--- src/rtl/vx_split_join_ctrl_pkg.sv ---
// Shared types for the warp split/join controller.
//   state_t     : controller FSM encoding (IDLE -> EXEC -> RESP -> IDLE)
//   stk_entry_t : one IPDOM stack entry, packed {tmask, pc}, at default widths
// Width localparams give the defaults used by the controller and its interface.
package vx_split_join_ctrl_pkg;

   localparam int NUM_THREADS_DEF = 4;
   localparam int PC_WIDTH_DEF    = 32;

   typedef enum logic [1:0] {
      S_IDLE = 2'd0,
      S_EXEC = 2'd1,
      S_RESP = 2'd2
   } state_t;

   typedef struct packed {
      logic [NUM_THREADS_DEF-1:0] tmask;
      logic [PC_WIDTH_DEF-1:0]    pc;
   } stk_entry_t;

endpackage

--- src/rtl/vx_split_join_ctrl_if.sv ---
// Request / response / stack-peer bundle for vx_split_join_ctrl.
//   req_*  : split/join request, valid/ready handshake
//   rsp_*  : one-cycle response pulse, no backpressure
//   stk_*  : strobes and data toward the external IPDOM stack, top-of-stack
//            view (stk_d, stk_index, stk_empty, stk_full) back from it
// Modports: slave = the controller, master = its environment (warp + stack).
//
// Handshake: a request transfers on a rising clk edge where req_valid and
// req_ready are both 1; the requester holds req_* stable while req_valid=1
// and req_ready=0. rsp_valid is a single-cycle pulse the consumer must take.
interface vx_split_join_ctrl_if #(
   parameter int NUM_THREADS = vx_split_join_ctrl_pkg::NUM_THREADS_DEF,
   parameter int PC_WIDTH    = vx_split_join_ctrl_pkg::PC_WIDTH_DEF
);
   localparam int EW = NUM_THREADS + PC_WIDTH;

   logic                   req_valid;
   logic                   req_ready;
   logic                   req_is_join;
   logic [NUM_THREADS-1:0] req_pred;
   logic [PC_WIDTH-1:0]    req_else_pc;

   logic                   rsp_valid;
   logic [NUM_THREADS-1:0] rsp_tmask;
   logic                   rsp_redirect;
   logic [PC_WIDTH-1:0]    rsp_pc;
   logic                   rsp_divergent;

   logic                   stk_push;
   logic                   stk_pop;
   logic                   stk_pair;
   logic [EW-1:0]          stk_q1;
   logic [EW-1:0]          stk_q2;
   logic [EW-1:0]          stk_d;
   logic                   stk_index;
   logic                   stk_empty;
   logic                   stk_full;

   modport slave (
      input  req_valid, req_is_join, req_pred, req_else_pc,
      output req_ready,
      output rsp_valid, rsp_tmask, rsp_redirect, rsp_pc, rsp_divergent,
      output stk_push, stk_pop, stk_pair, stk_q1, stk_q2,
      input  stk_d, stk_index, stk_empty, stk_full
   );

   modport master (
      output req_valid, req_is_join, req_pred, req_else_pc,
      input  req_ready,
      input  rsp_valid, rsp_tmask, rsp_redirect, rsp_pc, rsp_divergent,
      input  stk_push, stk_pop, stk_pair, stk_q1, stk_q2,
      output stk_d, stk_index, stk_empty, stk_full
   );

endinterface

--- src/rtl/vx_split_join_ctrl.sv ---
// Warp split/join controller. Accepts one split or join request at a time,
// issues a single push or pop toward the external IPDOM stack, updates the
// warp thread mask and returns a one-cycle response.
// Ports:
//   clk, reset    : clock, synchronous active-high reset
//   bus (slave)   : request, response and stack-peer signals
//   tmask         : current warp thread mask (all ones after reset)
//   err_overflow  : sticky, a split found the stack full
//   err_underflow : sticky, a join found the stack empty
//   dbg_state     : current FSM state
// Timing: accept edge -> EXEC cycle (stack strobe) -> RESP cycle (rsp_valid).
module vx_split_join_ctrl
   import vx_split_join_ctrl_pkg::*;
#(
   parameter int NUM_THREADS = NUM_THREADS_DEF,
   parameter int PC_WIDTH    = PC_WIDTH_DEF
) (
   input  logic                   clk,
   input  logic                   reset,
   vx_split_join_ctrl_if.slave    bus,
   output logic [NUM_THREADS-1:0] tmask,
   output logic                   err_overflow,
   output logic                   err_underflow,
   output state_t                 dbg_state
);

   localparam int EW = NUM_THREADS + PC_WIDTH;

   // Same {tmask, pc} layout as stk_entry_t, sized by this instance.
   typedef struct packed {
      logic [NUM_THREADS-1:0] tmask;
      logic [PC_WIDTH-1:0]    pc;
   } entry_t;

   state_t state_q, state_d;

   // Registered request
   logic                   is_join_q;
   logic [NUM_THREADS-1:0] pred_q;
   logic [PC_WIDTH-1:0]    else_pc_q;

   logic [NUM_THREADS-1:0] tmask_q;
   logic                   err_ovf_q, err_unf_q;

   // Response fields captured at the end of EXEC, shown only in RESP
   logic [NUM_THREADS-1:0] rsp_tmask_q;
   logic                   rsp_redir_q;
   logic [PC_WIDTH-1:0]    rsp_pc_q;
   logic                   rsp_div_q;

   // EXEC-cycle decisions
   entry_t                 stk_top;
   logic [NUM_THREADS-1:0] taken, els, tmask_nxt;
   logic                   push_c, pop_c, pair_c, redir_c, div_c, ovf_c, unf_c;
   logic [EW-1:0]          q1_c, q2_c;
   logic [PC_WIDTH-1:0]    pc_c;

   wire accept = bus.req_valid && (state_q == S_IDLE);

   assign stk_top = entry_t'(bus.stk_d);

   // ---------------- FSM: state register ----------------
   always_ff @(posedge clk) begin
      if (reset) state_q <= S_IDLE;
      else       state_q <= state_d;
   end

   // ---------------- FSM: next state ----------------
   always_comb begin
      state_d = state_q;
      unique case (state_q)
         S_IDLE:  if (bus.req_valid) state_d = S_EXEC;
         S_EXEC:  state_d = S_RESP;
         S_RESP:  state_d = S_IDLE;
         default: state_d = S_IDLE;
      endcase
   end

   // ---------------- EXEC datapath ----------------
   always_comb begin
      taken     = tmask_q & pred_q;
      els       = tmask_q & ~pred_q;
      push_c    = 1'b0;
      pop_c     = 1'b0;
      pair_c    = 1'b0;
      q1_c      = '0;
      q2_c      = '0;
      tmask_nxt = tmask_q;
      redir_c   = 1'b0;
      pc_c      = '0;
      div_c     = 1'b0;
      ovf_c     = 1'b0;
      unf_c     = 1'b0;
      if (state_q == S_EXEC) begin
         if (!is_join_q) begin
            if (bus.stk_full) begin
               ovf_c = 1'b1;
            end else begin
               push_c = 1'b1;
               // Reconvergence entry restores the pre-split mask; its pc is unused.
               q1_c   = {tmask_q, {PC_WIDTH{1'b0}}};
               if ((taken != '0) && (els != '0)) begin
                  pair_c    = 1'b1;
                  q2_c      = {els, else_pc_q};
                  tmask_nxt = taken;
                  div_c     = 1'b1;
               end else if (taken == '0) begin
                  // Nobody takes the branch: whole warp jumps to the else path.
                  redir_c = 1'b1;
                  pc_c    = else_pc_q;
               end
            end
         end else begin
            if (bus.stk_empty) begin
               unf_c = 1'b1;
            end else begin
               pop_c     = 1'b1;
               tmask_nxt = stk_top.tmask;
               // index 0 is the else-path entry: resume at its pc.
               if (!bus.stk_index) begin
                  redir_c = 1'b1;
                  pc_c    = stk_top.pc;
               end
            end
         end
      end
   end

   // ---------------- datapath registers ----------------
   always_ff @(posedge clk) begin
      if (reset) begin
         is_join_q   <= 1'b0;
         pred_q      <= '0;
         else_pc_q   <= '0;
         tmask_q     <= '1;
         err_ovf_q   <= 1'b0;
         err_unf_q   <= 1'b0;
         rsp_tmask_q <= '0;
         rsp_redir_q <= 1'b0;
         rsp_pc_q    <= '0;
         rsp_div_q   <= 1'b0;
      end else begin
         if (accept) begin
            is_join_q <= bus.req_is_join;
            pred_q    <= bus.req_pred;
            else_pc_q <= bus.req_else_pc;
         end
         if (state_q == S_EXEC) begin
            tmask_q     <= tmask_nxt;
            rsp_tmask_q <= tmask_nxt;
            rsp_redir_q <= redir_c;
            rsp_pc_q    <= pc_c;
            rsp_div_q   <= div_c;
         end
         if (ovf_c) err_ovf_q <= 1'b1;
         if (unf_c) err_unf_q <= 1'b1;
      end
   end

   // ---------------- FSM: outputs ----------------
   always_comb begin
      bus.req_ready     = (state_q == S_IDLE);
      bus.rsp_valid     = 1'b0;
      bus.rsp_tmask     = '0;
      bus.rsp_redirect  = 1'b0;
      bus.rsp_pc        = '0;
      bus.rsp_divergent = 1'b0;
      if (state_q == S_RESP) begin
         bus.rsp_valid     = 1'b1;
         bus.rsp_tmask     = rsp_tmask_q;
         bus.rsp_redirect  = rsp_redir_q;
         bus.rsp_pc        = rsp_pc_q;
         bus.rsp_divergent = rsp_div_q;
      end
      // Strobe/data are only non-zero in EXEC; q1/q2/pair already zero without push.
      bus.stk_push = push_c;
      bus.stk_pop  = pop_c;
      bus.stk_pair = pair_c;
      bus.stk_q1   = q1_c;
      bus.stk_q2   = q2_c;
   end

   assign tmask         = tmask_q;
   assign err_overflow  = err_ovf_q;
   assign err_underflow = err_unf_q;
   assign dbg_state     = state_q;

endmodule
--- src/flat_wrapper.sv ---
// flat-port wrapper written by rule: the top's interface ports become plain ports
module vx_split_join_ctrl_flat import vx_split_join_ctrl_pkg::*;
#(
   parameter int NUM_THREADS = NUM_THREADS_DEF,
   parameter int PC_WIDTH    = PC_WIDTH_DEF
)
  (clk, reset, tmask, err_overflow, err_underflow, dbg_state, bus_req_valid, bus_req_is_join, bus_req_pred, bus_req_else_pc, bus_req_ready, bus_rsp_valid, bus_rsp_tmask, bus_rsp_redirect, bus_rsp_pc, bus_rsp_divergent, bus_stk_push, bus_stk_pop, bus_stk_pair, bus_stk_q1, bus_stk_q2, bus_stk_d, bus_stk_index, bus_stk_empty, bus_stk_full);
  vx_split_join_ctrl_if #(.NUM_THREADS(NUM_THREADS), .PC_WIDTH(PC_WIDTH)) bus_i ();
  input  logic clk;
  input  logic reset;
  output logic [NUM_THREADS-1:0] tmask;
  output logic err_overflow;
  output logic err_underflow;
  output state_t dbg_state;
  input wire logic [$bits(bus_i.req_valid)-1:0] bus_req_valid;
  input wire logic [$bits(bus_i.req_is_join)-1:0] bus_req_is_join;
  input wire logic [$bits(bus_i.req_pred)-1:0] bus_req_pred;
  input wire logic [$bits(bus_i.req_else_pc)-1:0] bus_req_else_pc;
  output wire logic [$bits(bus_i.req_ready)-1:0] bus_req_ready;
  output wire logic [$bits(bus_i.rsp_valid)-1:0] bus_rsp_valid;
  output wire logic [$bits(bus_i.rsp_tmask)-1:0] bus_rsp_tmask;
  output wire logic [$bits(bus_i.rsp_redirect)-1:0] bus_rsp_redirect;
  output wire logic [$bits(bus_i.rsp_pc)-1:0] bus_rsp_pc;
  output wire logic [$bits(bus_i.rsp_divergent)-1:0] bus_rsp_divergent;
  output wire logic [$bits(bus_i.stk_push)-1:0] bus_stk_push;
  output wire logic [$bits(bus_i.stk_pop)-1:0] bus_stk_pop;
  output wire logic [$bits(bus_i.stk_pair)-1:0] bus_stk_pair;
  output wire logic [$bits(bus_i.stk_q1)-1:0] bus_stk_q1;
  output wire logic [$bits(bus_i.stk_q2)-1:0] bus_stk_q2;
  input wire logic [$bits(bus_i.stk_d)-1:0] bus_stk_d;
  input wire logic [$bits(bus_i.stk_index)-1:0] bus_stk_index;
  input wire logic [$bits(bus_i.stk_empty)-1:0] bus_stk_empty;
  input wire logic [$bits(bus_i.stk_full)-1:0] bus_stk_full;
  assign bus_i.req_valid = bus_req_valid;
  assign bus_i.req_is_join = bus_req_is_join;
  assign bus_i.req_pred = bus_req_pred;
  assign bus_i.req_else_pc = bus_req_else_pc;
  assign bus_req_ready = bus_i.req_ready;
  assign bus_rsp_valid = bus_i.rsp_valid;
  assign bus_rsp_tmask = bus_i.rsp_tmask;
  assign bus_rsp_redirect = bus_i.rsp_redirect;
  assign bus_rsp_pc = bus_i.rsp_pc;
  assign bus_rsp_divergent = bus_i.rsp_divergent;
  assign bus_stk_push = bus_i.stk_push;
  assign bus_stk_pop = bus_i.stk_pop;
  assign bus_stk_pair = bus_i.stk_pair;
  assign bus_stk_q1 = bus_i.stk_q1;
  assign bus_stk_q2 = bus_i.stk_q2;
  assign bus_i.stk_d = bus_stk_d;
  assign bus_i.stk_index = bus_stk_index;
  assign bus_i.stk_empty = bus_stk_empty;
  assign bus_i.stk_full = bus_stk_full;
  vx_split_join_ctrl #(.NUM_THREADS(NUM_THREADS), .PC_WIDTH(PC_WIDTH)) u_core (.clk(clk), .reset(reset), .bus(bus_i), .tmask(tmask), .err_overflow(err_overflow), .err_underflow(err_underflow), .dbg_state(dbg_state));
endmodule
--- config.mk ---
export PLATFORM = sky130hd
export DESIGN_NAME = vx_split_join_ctrl_flat
export DESIGN_NICKNAME = d
export VERILOG_FILES = /design/src/rtl/vx_split_join_ctrl_pkg.sv /design/src/rtl/vx_split_join_ctrl_if.sv /design/src/rtl/vx_split_join_ctrl.sv /design/src/flat_wrapper.sv
export SDC_FILE = /design/constraint.sdc
export NUM_CORES = 1
export LEC_CHECK = 0
export ABC_CLOCK_PERIOD_IN_PS = 2090
export BUFFER_PORTS_ARGS = -buffer_cell sky130_fd_sc_hd__clkbuf_2
export CORE_ASPECT_RATIO = 1.5
export CORE_MARGIN = 5
export CORE_UTILIZATION = 46
export CTS_CLUSTER_SIZE = 20
export DETAILED_ROUTE_END_ITERATION = 10
export GPL_TIMING_DRIVEN = 1
export PLACE_DENSITY = 0.9
export SLEW_MARGIN = 20
export SYNTH_ARGS = -nofsm -noshare
export SYNTH_HDL_FRONTEND = slang
export SYNTH_SLANG_ARGS = --single-unit
--- constraint.sdc ---
create_clock -name clk -period 2.09 [get_ports clk]
set_input_delay 0.418 -clock clk [delete_from_list [all_inputs] [get_ports clk]]
set_output_delay 0.418 -clock clk [all_outputs]
set_load 0.03 [all_outputs]
Yosys cells after proc, flatten, opt, wreduce, memory -nomap -nowiden:

Index checks and enable logic that the tools add are counted.

* equal/unequal tests: 3
* multiplexer cells: 46
* bitwise operators: 3
* reduce and logical (&&, ||, !) cells: 6

Operators by type and width (count)
* $mux 36: 7
* $mux 32: 7
* $mux 1: 25
* $mux 4: 5
* $and 4x4->4: 2
* $reduce_bool 4->1: 2
* $logic_not 4->1: 1
* $not 4->4: 1
* $pmux 2 s2: 1
* $eq 2x1->1 const B: 1
* $eq 2x2->1 const B: 1
* $logic_and 1x1->1: 2
* $logic_not 2->1: 1
* $mux 2: 1
* $ne 2x2->1 const B: 1

* register bits: 83
* input bits: 79
* output and inout port bits: 123
* word-level logic and storage cells: 69

Depth between registers and ports, before layout:

* word-level depth: 8
* gate-level depth with buffers: 6
* mapped depth without buffers: 4

Least setup slack after synthesis:

Ideal clock, no wire load.

* kind: register -> output
* start point: register u_core.state_q[0], in the netlist u_core.dbg_state[0]
* end point: output port bus_stk_q2[32]
* data arrival time: 2.371 ns
* required time: 1.672 ns
* path slack: -0.699 ns
* cell stages (with the launch flop): 5
* buffers on the path: 0
* cells stage by stage: dfxtp_1 nand2b_4 nor3_2 and2_1 nor3b_1

* word-level cells in the longest chain between the ends: 2

Ends and longest elaborated chain
* start, declared: RTL line vx_split_join_ctrl.sv:35 `state_t state_q, state_d;`
* start signal, assigned: RTL line vx_split_join_ctrl.sv:65 `else state_q <= state_d;`
* $eq 2x1->1: RTL line vx_split_join_ctrl.sv:94 `if (state_q == S_EXEC) begin`
* $mux 36: RTL line vx_split_join_ctrl.sv:94
* end, declared: RTL line flat_wrapper.sv:29 `output wire logic [$bits(bus_i.stk_q2)-1:0] bus_stk_q2;`

No other way between the ends.

Worst setup path after layout:

* start point: register u_core.tmask_q[0], in the netlist u_core.tmask[0]
* end point: output port bus_stk_q2[29]

* word-level cells in the longest chain between the ends: 7
* elaborated cells between the ends (all ways): 9
* classes of those cells: mux (4); bitwise (2); reduce/logical (3)

Ends and longest elaborated chain
* start, declared: RTL line vx_split_join_ctrl.sv:42 `logic [NUM_THREADS-1:0] tmask_q;`
* start signal, assigned: RTL line vx_split_join_ctrl.sv:149 `tmask_q <= tmask_nxt;`
* $and 4x4->4, on equally long branches: RTL line vx_split_join_ctrl.sv:81, vx_split_join_ctrl.sv:82
* $reduce_bool 4->1: RTL line vx_split_join_ctrl.sv:102 `if ((taken != '0) && (els != '0)) begin`
* $logic_and 1x1->1 *: RTL line vx_split_join_ctrl.sv:102
* $mux 36 *: RTL line vx_split_join_ctrl.sv:102
* $mux 36 *: RTL line vx_split_join_ctrl.sv:96 `if (bus.stk_full) begin`
* $mux 36 *: RTL line vx_split_join_ctrl.sv:95 `if (!is_join_q) begin`
* $mux 36 *: RTL line vx_split_join_ctrl.sv:94

Every way passes the cells marked *; elsewhere a longest branch is shown, timed or not.

==> results.txt <==
The average instance area after synthesis is around 8.6 µm². The share of synthesized flip-flops with an asynchronous set or reset came out at 0. The final antenna-violating net count came out at 0. The highest clock frequency the design can meet came out at roughly 450 MHz. The count of inserted antenna diode cells is 0. Of the total power, the share spent switching nets is 0.287. The maximum clock skew at final layout is between 0.008 and 0.009 ns. The pin count of the biggest net entering global routing came out at 53. The fraction of layout cells with a size suffix above 1 is 0.494.

The remaining max-slew budget at the tightest pin is 0.570. For this run, the register share of the synthesized area comes to 0.370. The number of cell rows is 44. The count of cells along the worst register-to-register path is 7. Traced cell by cell, the critical path runs through a22o_1 -> nor2_4 -> nor3b_4 -> buf_6 -> buf_8 -> and2_4 -> buf_8. The number of antenna violations at the first check in global routing came out at 0. The post-placement cell count is a little under 800. The most used flip-flop cell after synthesis is dfxtp_1.

The most frequent standard cell in the layout excluding fill and tap cells is clkbuf_2. The clock input transition at the sequential cells of the worst setup and hold paths came out at 0.06 ns. The detailed router placed ~4400 vias in this run. The root buffer cell is clkbuf_16. Summed over all layers, the routed wires come to ~15000 µm. The tree built by TritonCTS fans out to 83 sinks. The floorplan die area came out at between 10000 and 15000 µm². The worst hold slack after final layout is between 0.2 and 0.3 ns. STA puts the critical path data required time at about 1.7 ns. Synthesis instantiated 35 different standard cells from the library. The path class of the tightest hold or removal check is input pin to flop. Along the worst hold path, the cell count comes to 3. The checks that failed: setup timing. The max-slew violation total from the final report came out at 0. The starting utilization of the core area came out at 0.467. The flow ran to the end, but the final reports show violations. The HPWL after detailed placement is ~10000 µm.

The cell repeated most along the worst path is buf_8. The maximum VDD drop is just over 0.5 mV. The number of buffers added on ports is between 150 and 200. The critical path class is flop to output pin. The number of buffers created by CTS is 9. The portion of total power attributed to the clock network is 0.395. The leakage power summed over all cells came out at between 2 and 3 nW. The library cells used most frequently in the layout, excluding fill and tap cells, are 131 x clkbuf_2, 86 x nand2_1, 73 x dfxtp_1. The number of cells produced by synthesis is between 500 and 600. After the flow finishes, the layout carries non-filler instances totaling between 800 and 900. The share of power burned in registers is 0.414. The number of failing hold endpoints at the final stage is 0. The die is approximately 130 µm tall. After the last flow step, the layout net total stands at between 700 and 800. The synthesized design contains 83 register bits. The vias per cell is between 5 and 6. The least setup slack across all paths after layout is -0.122 ns. The clock passes through at most 2 buffers. The worst path in the final design needs a cycle of between 2 and 2.5 ns, including I/O delays and setup. The core footprint came out at between 9000 and 10000 µm². Across every metal layer, demand over resource in global routing totals 0.236.

The first global-routing pass estimated between 20000 and 25000 µm of wire. The standard cell with the maximum stage delay on the critical path is dfxtp_2. The fraction of power consumed by combinational cells is 0.191. The relative area change from synthesis to final layout is 41.4%. Yosys mapped a number of flops with a built-in enable equal to 0. The width of the die came out at around 90 µm.

The area used by multi-input combinational logic is 2650 µm². The number of violations reported at the end of detailed-routing iteration 0 is 220. The number of global-route vias before repair came out at between 4000 and 5000. TritonCTS built the clock tree. The power per standard cell area is between 600 and 700 nW/µm². The detailed-route DRC error count is 0.

The area occupied by registers is 1680 µm². Power comes to between 4 and 5 mW. For this run, the slowest stage of the critical path takes between 0.3 and 0.4 ns.

Yosys printed 0 warnings. The routed length per instance came out at around 18 µm. Internal power comes to between 3 and 4 mW. Buffers inserted to repair hold after CTS numbered 0. The post-synthesis instance area is ~4500 µm².

CTS built an H-tree with a depth of 3. Setup repair after global routing could not meet its margin everywhere. The later pin in the worst-skew pair is clocked with a latency of ~0.34 ns.

At the end of routability-driven placement, the weighted congestion stood at approximately 0.95. The final-report setup violation count is 35. Dividing the final minimum period by the clock period gives 1.06.

The arrival time at the worst endpoint came out at 1.79 ns. 202 I/O pins were placed. The capturing element type of the critical path is an output pin. The number of maximum-capacitance constraint violations is 0. The switching power summed over all nets is approximately 1.2 mW.

The number of fillers in the final layout came out at 758. At the pin with the least slew margin, the transition time is ~0.64 ns. The first-pass detailed-route iteration total came out at 4.

The total congestion overflow came out at 0. The nature of the critical path startpoint is a flop. Of all nets on the critical path, the largest fanout is 12.
-- flip-flops by register name (all words and copies together) (netlist names) --
register,cells
u_core.dbg_state,2
u_core.else_pc_q,32
u_core.err_overflow,1
u_core.err_underflow,1
u_core.is_join_q,1
u_core.pred_q,4
u_core.rsp_div_q,1
u_core.rsp_pc_q,32
u_core.rsp_redir_q,1
u_core.rsp_tmask_q,4
u_core.tmask,4
-- worst paths after layout --
| check | slack (ns) | from | endpoint |
|---|---|---|---|
| worst max-delay path | -0.12 | u_core.tmask[0]$_SDFFE_PP1P_ | bus_stk_q2[29] |
| worst min-delay path | 0.30 | bus_req_else_pc[31] | u_core.else_pc_q[31]$_SDFFE_PP0P_ |
| worst max register to register | 0.24 | u_core.tmask[0]$_SDFFE_PP1P_ | u_core.rsp_pc_q[1]$_SDFFE_PP0P_ |
| worst min register to register | 0.47 | u_core.err_underflow$_SDFFE_PP0P_ | u_core.err_underflow$_SDFFE_PP0P_ |
-- through the flow --
stage / utilization / setup WS, ns / setup TNS, ns / instance area, µm²
floorplan: - / -0.0801 / -1.58 / 4720
global placement: 0.571 / 0.154 / 0 / 5500
detailed placement: 0.571 / 0.0870 / 0 / 5500
CTS: 0.650 / -0.127 / -3.42 / 6260
global route: 0.660 / -0.185 / -5.39 / 6360
finish: 0.660 / -0.122 / -3.43 / 6360
-- worst max-delay path, delay by kind of cell (launching register included) --
kind,cells,cell delay (ns)
AOI/OAI and AO/OA,1,0.22
DFF,1,0.37
and+or+nand+nor,3,0.42
buffers and inverters,3,0.42
-- cells by family (layout without fill, tap and decap cells) --
group | count (synthesis) | after routing | synth area share
flip-flops | 83 | 83 | 0.370
multiplexers | 3 | 3 | 0.00751
buffers and inverters | 75 | 222 | 0.108
other | 1 | 32 | 0.000834
AND/OR/NAND/NOR | 260 | 260 | 0.322
AO/OA/AOI/OAI | 100 | 100 | 0.192
-- synthesized netlist by cell type, types with 2 or more instances --
| cell | count | area [µm²] |
|---|---|---|
| a21oi_1 | 48 | 240 |
| a221oi_1 | 4 | 35.0 |
| a221oi_2 | 29 | 435 |
| a22o_1 | 2 | 17.5 |
| a311o_1 | 4 | 40.0 |
| a31oi_1 | 2 | 12.5 |
| and2_1 | 76 | 475 |
| buf_1 | 3 | 11.3 |
| buf_2 | 8 | 40.0 |
| buf_4 | 36 | 270 |
| buf_6 | 7 | 78.8 |
| clkbuf_1 | 18 | 67.6 |
| clkbuf_4 | 2 | 15.0 |
| dfxtp_1 | 83 | 1660 |
| mux2_2 | 3 | 33.8 |
| nand2_1 | 86 | 323 |
| nand2b_1 | 6 | 37.5 |
| nor2_1 | 45 | 169 |
| nor2b_1 | 6 | 37.5 |
| nor3_1 | 4 | 20.0 |
| nor3_2 | 31 | 310 |
| o21ai_0 | 4 | 20.0 |
| o41ai_1 | 3 | 26.3 |
-- per-layer routing --
| metal | up-vias | global-route usage | share of wire |
|---|---|---|---|
| li1 | 2065 | - | - |
| met1 | 2037 | 0.242 | 0.35 |
| met2 | 232 | 0.425 | 0.54 |
| met3 | 46 | 0.0525 | 0.069 |
| met4 | 0 | 0.162 | 0.048 |
| met5 | - | 0 | 0 |
-- area by class of cell --
cell class	instances	share of cell area
clock inverters	3	0.00669
flip-flops and latches	83	0.265
clock buffers	13	0.0443
inverters	1	0.000590
well taps	115	0.0226
multi-input cells	395	0.417
repair buffers	205	0.244
-- power groups by stage --
stage               logic [mW]  clock network [mW]  registers [mW]
floorplan                0.564                   0            1.78
global placement         0.736                   0            1.79
detailed placement       0.751                   0            1.79
CTS                      0.787                1.71            1.76
global route             0.875                1.78            1.77
finish                   0.812                1.69            1.77
-- what timing repair did --
action,CTS,global route
endpoints found under the setup margin,37,38
resized for setup,94,44
setup buffers,6,2
pin swaps,5,2
gates cloned,1,0
(Power assumes the default switching activity.)
